**src/rtl/bsram_sim_pkg.sv**
```systemverilog
// rtl/bsram_sim_pkg.sv - shared constants, sweep state type and byte-lane merge for the single-port BSRAM model
package bsram_sim_pkg;

    localparam int WM_NORMAL            = 0;
    localparam int WM_WRITE_THROUGH     = 1;
    localparam int WM_READ_BEFORE_WRITE = 2;

    localparam int RM_BYPASS   = 0;
    localparam int RM_PIPELINE = 1;

    // Widest word the merge helper handles; callers zero-extend and truncate.
    localparam int MERGE_W    = 512;
    localparam int MERGE_BE_W = MERGE_W / 8;

    typedef enum logic [0:0] {
        SW_IDLE  = 1'b0,
        SW_CLEAR = 1'b1
    } sweep_state_t;

    function automatic logic [MERGE_W-1:0] merge_be(
        input logic [MERGE_W-1:0]    old_word,
        input logic [MERGE_W-1:0]    new_word,
        input logic [MERGE_BE_W-1:0] be
    );
        logic [MERGE_W-1:0] r;
        r = old_word;
        for (int i = 0; i < MERGE_BE_W; i++) begin
            if (be[i]) begin
                r[8*i +: 8] = new_word[8*i +: 8];
            end
        end
        return r;
    endfunction

endpackage

```
**src/rtl/bsram_clear_seq.sv**
```systemverilog
// rtl/bsram_clear_seq.sv - post-reset array clear sweep: FSM, address counter and BUSY
module bsram_clear_seq #(
    parameter int DEPTH          = 1024,
    parameter int ADDR_W         = 10,
    parameter int CLEAR_ON_RESET = 0
) (
    input  logic              CLK,
    input  logic              RESET,
    output logic [ADDR_W-1:0] clr_addr,
    output logic              clr_we,
    output logic              busy
);
    import bsram_sim_pkg::*;

    localparam logic [ADDR_W-1:0] LAST_ADDR = ADDR_W'(DEPTH - 1);

    sweep_state_t      state;
    logic              pending;
    logic [ADDR_W-1:0] cnt;

    // The sweep is armed by reset but only starts on the first released edge,
    // so BUSY stays low on every edge at which RESET is high.
    always_ff @(posedge CLK) begin
        if (RESET) begin
            state   <= SW_IDLE;
            pending <= (CLEAR_ON_RESET != 0);
            cnt     <= '0;
        end else begin
            case (state)
                SW_IDLE: begin
                    if (pending) begin
                        state   <= SW_CLEAR;
                        pending <= 1'b0;
                        cnt     <= '0;
                    end
                end
                SW_CLEAR: begin
                    if (cnt == LAST_ADDR) begin
                        state <= SW_IDLE;
                    end
                    cnt <= cnt + 1'b1;
                end
                default: state <= SW_IDLE;
            endcase
        end
    end

    assign busy     = (state == SW_CLEAR);
    assign clr_we   = busy;
    assign clr_addr = cnt;

endmodule

```
**config.mk**
```make
export PLATFORM = sky130hd
export DESIGN_NAME = bsram_clear_seq
export DESIGN_NICKNAME = d
export VERILOG_FILES = /design/src/rtl/bsram_sim_pkg.sv /design/src/rtl/bsram_clear_seq.sv
export SDC_FILE = /design/constraint.sdc
export NUM_CORES = 1
export LEC_CHECK = 0
export BUFFER_PORTS_ARGS = -buffer_cell sky130_fd_sc_hd__buf_2
export CAP_MARGIN = 10
export CELL_PAD_IN_SITES_DETAIL_PLACEMENT = 1
export CELL_PAD_IN_SITES_GLOBAL_PLACEMENT = 1
export CORE_MARGIN = 4
export CORE_UTILIZATION = 23
export CTS_BUF_LIST = sky130_fd_sc_hd__clkbuf_4
export CTS_CLUSTER_DIAMETER = 100
export DETAILED_ROUTE_END_ITERATION = 8
export HOLD_SLACK_MARGIN = 0.05
export PLACE_DENSITY_LB_ADDON = 0.1
export SLEW_MARGIN = 20
export SYNTH_ARGS = -nofsm -noshare
export SYNTH_HDL_FRONTEND = slang
export SYNTH_SLANG_ARGS = --single-unit
export TNS_END_PERCENT = 50
```
**constraint.sdc**
```tcl
create_clock -name CLK -period 3.05 [get_ports CLK]
set_input_delay 0 -clock CLK [delete_from_list [all_inputs] [get_ports CLK]]
set_output_delay 0 -clock CLK [all_outputs]
set_load 0.02 [all_outputs]
```
Word level (Yosys, flattened, before mapping)
Cells that the tools add are included.
Word-level totals
  register bits after elaboration: 11
Cells by class
  $add $sub $neg: 1
  multiplexer cells: 3
  bitwise logic cells: 1
  eq/ne operators: 1
Operator list (number)
  10-bit by 1-bit adder with 10-bit output (second input constant): 1
  10-bit == test (second input constant): 1
  10-bit 2-to-1 mux: 1
  1-bit one-hot mux with 2 select lines: 1
  1-bit 2-to-1 mux: 1
  1-bit NOT: 1

Longest topological paths before layout
  depth in word-level cells: 3
  mapped depth: 4
  gate-level depth less buffers: 4

Worst setup path after synthesis
No wires, ideal clock.
  kind: register to register
  start: register state (netlist: busy)
  end: register cnt[9] (netlist: clr_addr[9])
  path buffers: 1
  data arrival time: 1.427 ns
  period minus slack after synthesis: 1.497 ns
  setup slack: 1.553 ns
  stages on the path, launching flop included: 5
  setup time: 0.071 ns
  path through: dfxtp_1 buf_2 nand4_4 or4_1 a21oi_1
RTL lines
  from (decl): RTL line bsram_clear_seq.sv:17  | sweep_state_t state;
  from (signal assigned): RTL line bsram_clear_seq.sv:25  | state <= SW_IDLE;
  from (signal assigned): RTL line bsram_clear_seq.sv:32  | state <= SW_CLEAR;
  from (signal assigned): RTL line bsram_clear_seq.sv:39  | state <= SW_IDLE;
  to (signal assigned): RTL line bsram_clear_seq.sv:41  | cnt <= cnt + 1'b1;
  to (decl): RTL line bsram_clear_seq.sv:19  | logic [ADDR_W-1:0] cnt;

==> flow_metrics.env <==
export IMPL_outcome="finished, final reports clean"
export IMPL_nets=71
export IMPL_gp_congestion=0.648
export IMPL_crit_path_end_kind="flip-flop"
export IMPL_grt_max_degree=12
export IMPL_powerDensity_nw_per_um2=426
export IMPL_insertion_delay_ns=0.27
export IMPL_place_area_um2=568
export IMPL_grt_pass1_wl_um=1980
export IMPL_min_path_type="flip-flop to flip-flop"
export IMPL_syn_area_um2=485
export IMPL_drt_iter0_drc=4
export IMPL_cpMaxStageDelayCell="dfxtp_1"
export IMPL_start_util_pct=24.5
export IMPL_cts_buffer_depth=2
export IMPL_synth_nets=55
export IMPL_finalHoldViolCount=0
export IMPL_dp_final_hpwl_um=839
export IMPL_dpl_cell_count=89
export IMPL_crit_fanout=10
export IMPL_syn_avg_cell_area_um2=9.34
export IMPL_overflow=0
export IMPL_grt_busiest_layer="met2"
export IMPL_grt_pass1_vias=443
export IMPL_antenna_found_initial=0
export IMPL_fmax_ghz=0.668
export IMPL_skew_ns=0.00540
export IMPL_ant_nets=0
export IMPL_n_antenna_cell=0
export IMPL_ys_ff_latch=11
export IMPL_synth_edf_count=0
export IMPL_worstRegToRegCells=3
export IMPL_seq_area_frac_synth_pct=45.4
export IMPL_worstPathArrival_ns=1.71
export IMPL_drv_cap=0
export IMPL_fillers=241
export IMPL_grtUsageMet3_pct=3.60
export IMPL_syn_inst=52
export IMPL_slew_headroom_pct=73.2
export IMPL_first_pass_iters=2
export IMPL_max_stage_delay_ns=0.57
export IMPL_holdCritStartpoint="clr_addr[9]"
export IMPL_cts_htree_levels=1
export IMPL_rsz0062_at_grt="false"
export IMPL_syn_to_final_growth_pct=25.3
export IMPL_use_met1_pct=11.7
export IMPL_die_height_um=53.9
export IMPL_root_buffer="clkbuf_4"
export IMPL_p_leak_nw=0.257
export IMPL_ir_drop_uv=182
export IMPL_viasPerCell=4.64
export IMPL_cts_made_buffers=3
export IMPL_cp_start_kind="flip-flop"
export IMPL_dieArea_um2=2910
export IMPL_final_max_slew_viol_count=0
export IMPL_die_w_um=53.9
export IMPL_path_cells="nand4_4 > or4_1 > a21oi_1"
export IMPL_instances_no_fill=94
export IMPL_async_flop_share_pct=0
export IMPL_clk_pin_slew_ns=0.08
export IMPL_wire_per_inst_um=12.5
export IMPL_boundaryPins=14
export IMPL_cts_tree="built"
export IMPL_wl_um=1180
export IMPL_p_total_w=0.000259
export IMPL_grt_use_total_pct=9.90
export IMPL_tightest_slew_ns=0.401
export IMPL_post_route_cell_area_um2=608
export IMPL_core_region_area_um2=1980
export IMPL_drive_above_1_share_pct=31.3
export IMPL_crit_required_ns=3.26
export IMPL_route_detailed_drc=0
export IMPL_grtUsageMet2_pct=14.9
export IMPL_rrSetupSlack_ns=1.55
export IMPL_criticalPathCategory="flip-flop to flip-flop"
export IMPL_ys_warn_count=0
export IMPL_r2r_start="busy"
export IMPL_setup_tns_final_ns=0
export IMPL_fin_crit_sh_pct=49.1
export IMPL_ys_types=22
export IMPL_whs_endpoint="clr_addr[9]"
export IMPL_std_cell_rows=16
export IMPL_finalSetupViolCount=0
export IMPL_via_count=436
export IMPL_worstReg2RegEnd="clr_addr[9]"
export IMPL_synth_main_ff_cell="dfxtp_1"
export IMPL_clkSinkCount=11
export IMPL_fin_crit_ns=1.50
export IMPL_hold_depth=2
export IMPL_port_buffers=13
routing by layer:
| layer | routed length [um] | vias up | share of wire (%) |
|---|---|---|---|
| li1 | - | 216 | - |
| met1 | 545 | 212 | 46 |
| met2 | 571 | 6 | 48 |
| met3 | 49 | 2 | 4.2 |
| met4 | 12 | 0 | 1.0 |
| met5 | 0 | - | 0 |
worst max-delay path by stage:
stage / start / end / slack, ns
floorplan: busy / clr_addr[9] / 1.55
global placement: busy / clr_addr[9] / 1.61
detailed placement: busy / clr_addr[9] / 1.57
CTS: busy / clr_addr[9] / 1.54
global route: busy / clr_addr[9] / 1.42
finish: busy / clr_addr[9] / 1.55
sequential cells by signal, indices dropped and copies added, names as in the netlist:
name,cells
busy,1
clr_addr,10
cell usage in the layout (no fill, tap or decap), types with 2 or more instances in the layout:
| cell type | synthesis | layout |
|---|---|---|
| o21ai_0 | 4 | 4 |
| nand4_1 | 2 | 2 |
| dfxtp_1 | 11 | 11 |
| nand3_1 | 3 | 3 |
| xor2_1 | 3 | 3 |
| a21oi_1 | 5 | 5 |
| nand2_1 | 3 | 3 |
| or3_2 | 2 | 2 |
| nor2_1 | 5 | 5 |
| clkbuf_4 | 0 | 4 |
| or3_1 | 2 | 2 |
| buf_2 | 1 | 13 |
repair_timing:
action	4_1_cts	5_1_grt
hold buffers	1	0
endpoints found under the hold margin	9	0
gates resized for setup	0	0
setup buffers	0	0
cells in the mapped netlist (2+ instances only):
library cell | n | area share, %
nand3_1 | 3 | 3.1
nand4_1 | 2 | 2.6
xor2_1 | 3 | 5.4
dfxtp_1 | 11 | 45
nand2_1 | 3 | 2.3
o21ai_0 | 4 | 4.1
or3_1 | 2 | 2.6
or3_2 | 2 | 3.1
a21oi_1 | 5 | 5.2
nor2_1 | 5 | 3.9
per-stage QoR:
stage	hold slack, ns	util (%)	setup WS [ns]
after floorplan	0.0761	-	1.55
after global placement	0.331	28.7	1.61
after detailed placement	0.329	28.7	1.57
after CTS	0.522	30.7	1.54
after global routing	0.542	30.7	1.42
final	0.513	30.7	1.55
cell families (layout without fill, tap and decap cells):
group                      after synthesis  in the layout  synth area share [%]
adders and majority gates                1              1                  2.58
AOI/OAI and AO/OA                       10             10                  10.8
and+or+nand+nor                         22             22                  28.6
muxes                                    1              1                  2.06
xor gates and xnor gates                 4              4                  7.22
buffers and inverters                    3             18                  3.35
DFF                                     11             11                  45.4
layout make-up:
class	count	area [um2]	share of cell area [%]
Timing Repair Buffer	14	75.1	12.3
Tap cell	27	33.8	5.56
Clock buffer	4	30.0	4.94
Multi-Input combinational cell	38	249	40.9
Sequential cell	11	220	36.2
power breakdown:
part	internal [W]	total, W	switching [W]
Clock	0.0000595	0.000112	0.0000523
Combinational	0.00000135	0.00000380	0.00000245
Sequential	0.000143	0.000143	0.000000000000000000447
Total	0.000204	0.000259	0.0000548
worst max-delay path: cells and delay by family, from the launching register on:
kind            cells  cell delay (ns)
simple gates        2             0.72
compound gates      1             0.15
flops               1             0.57
(Power assumes the default switching activity.)
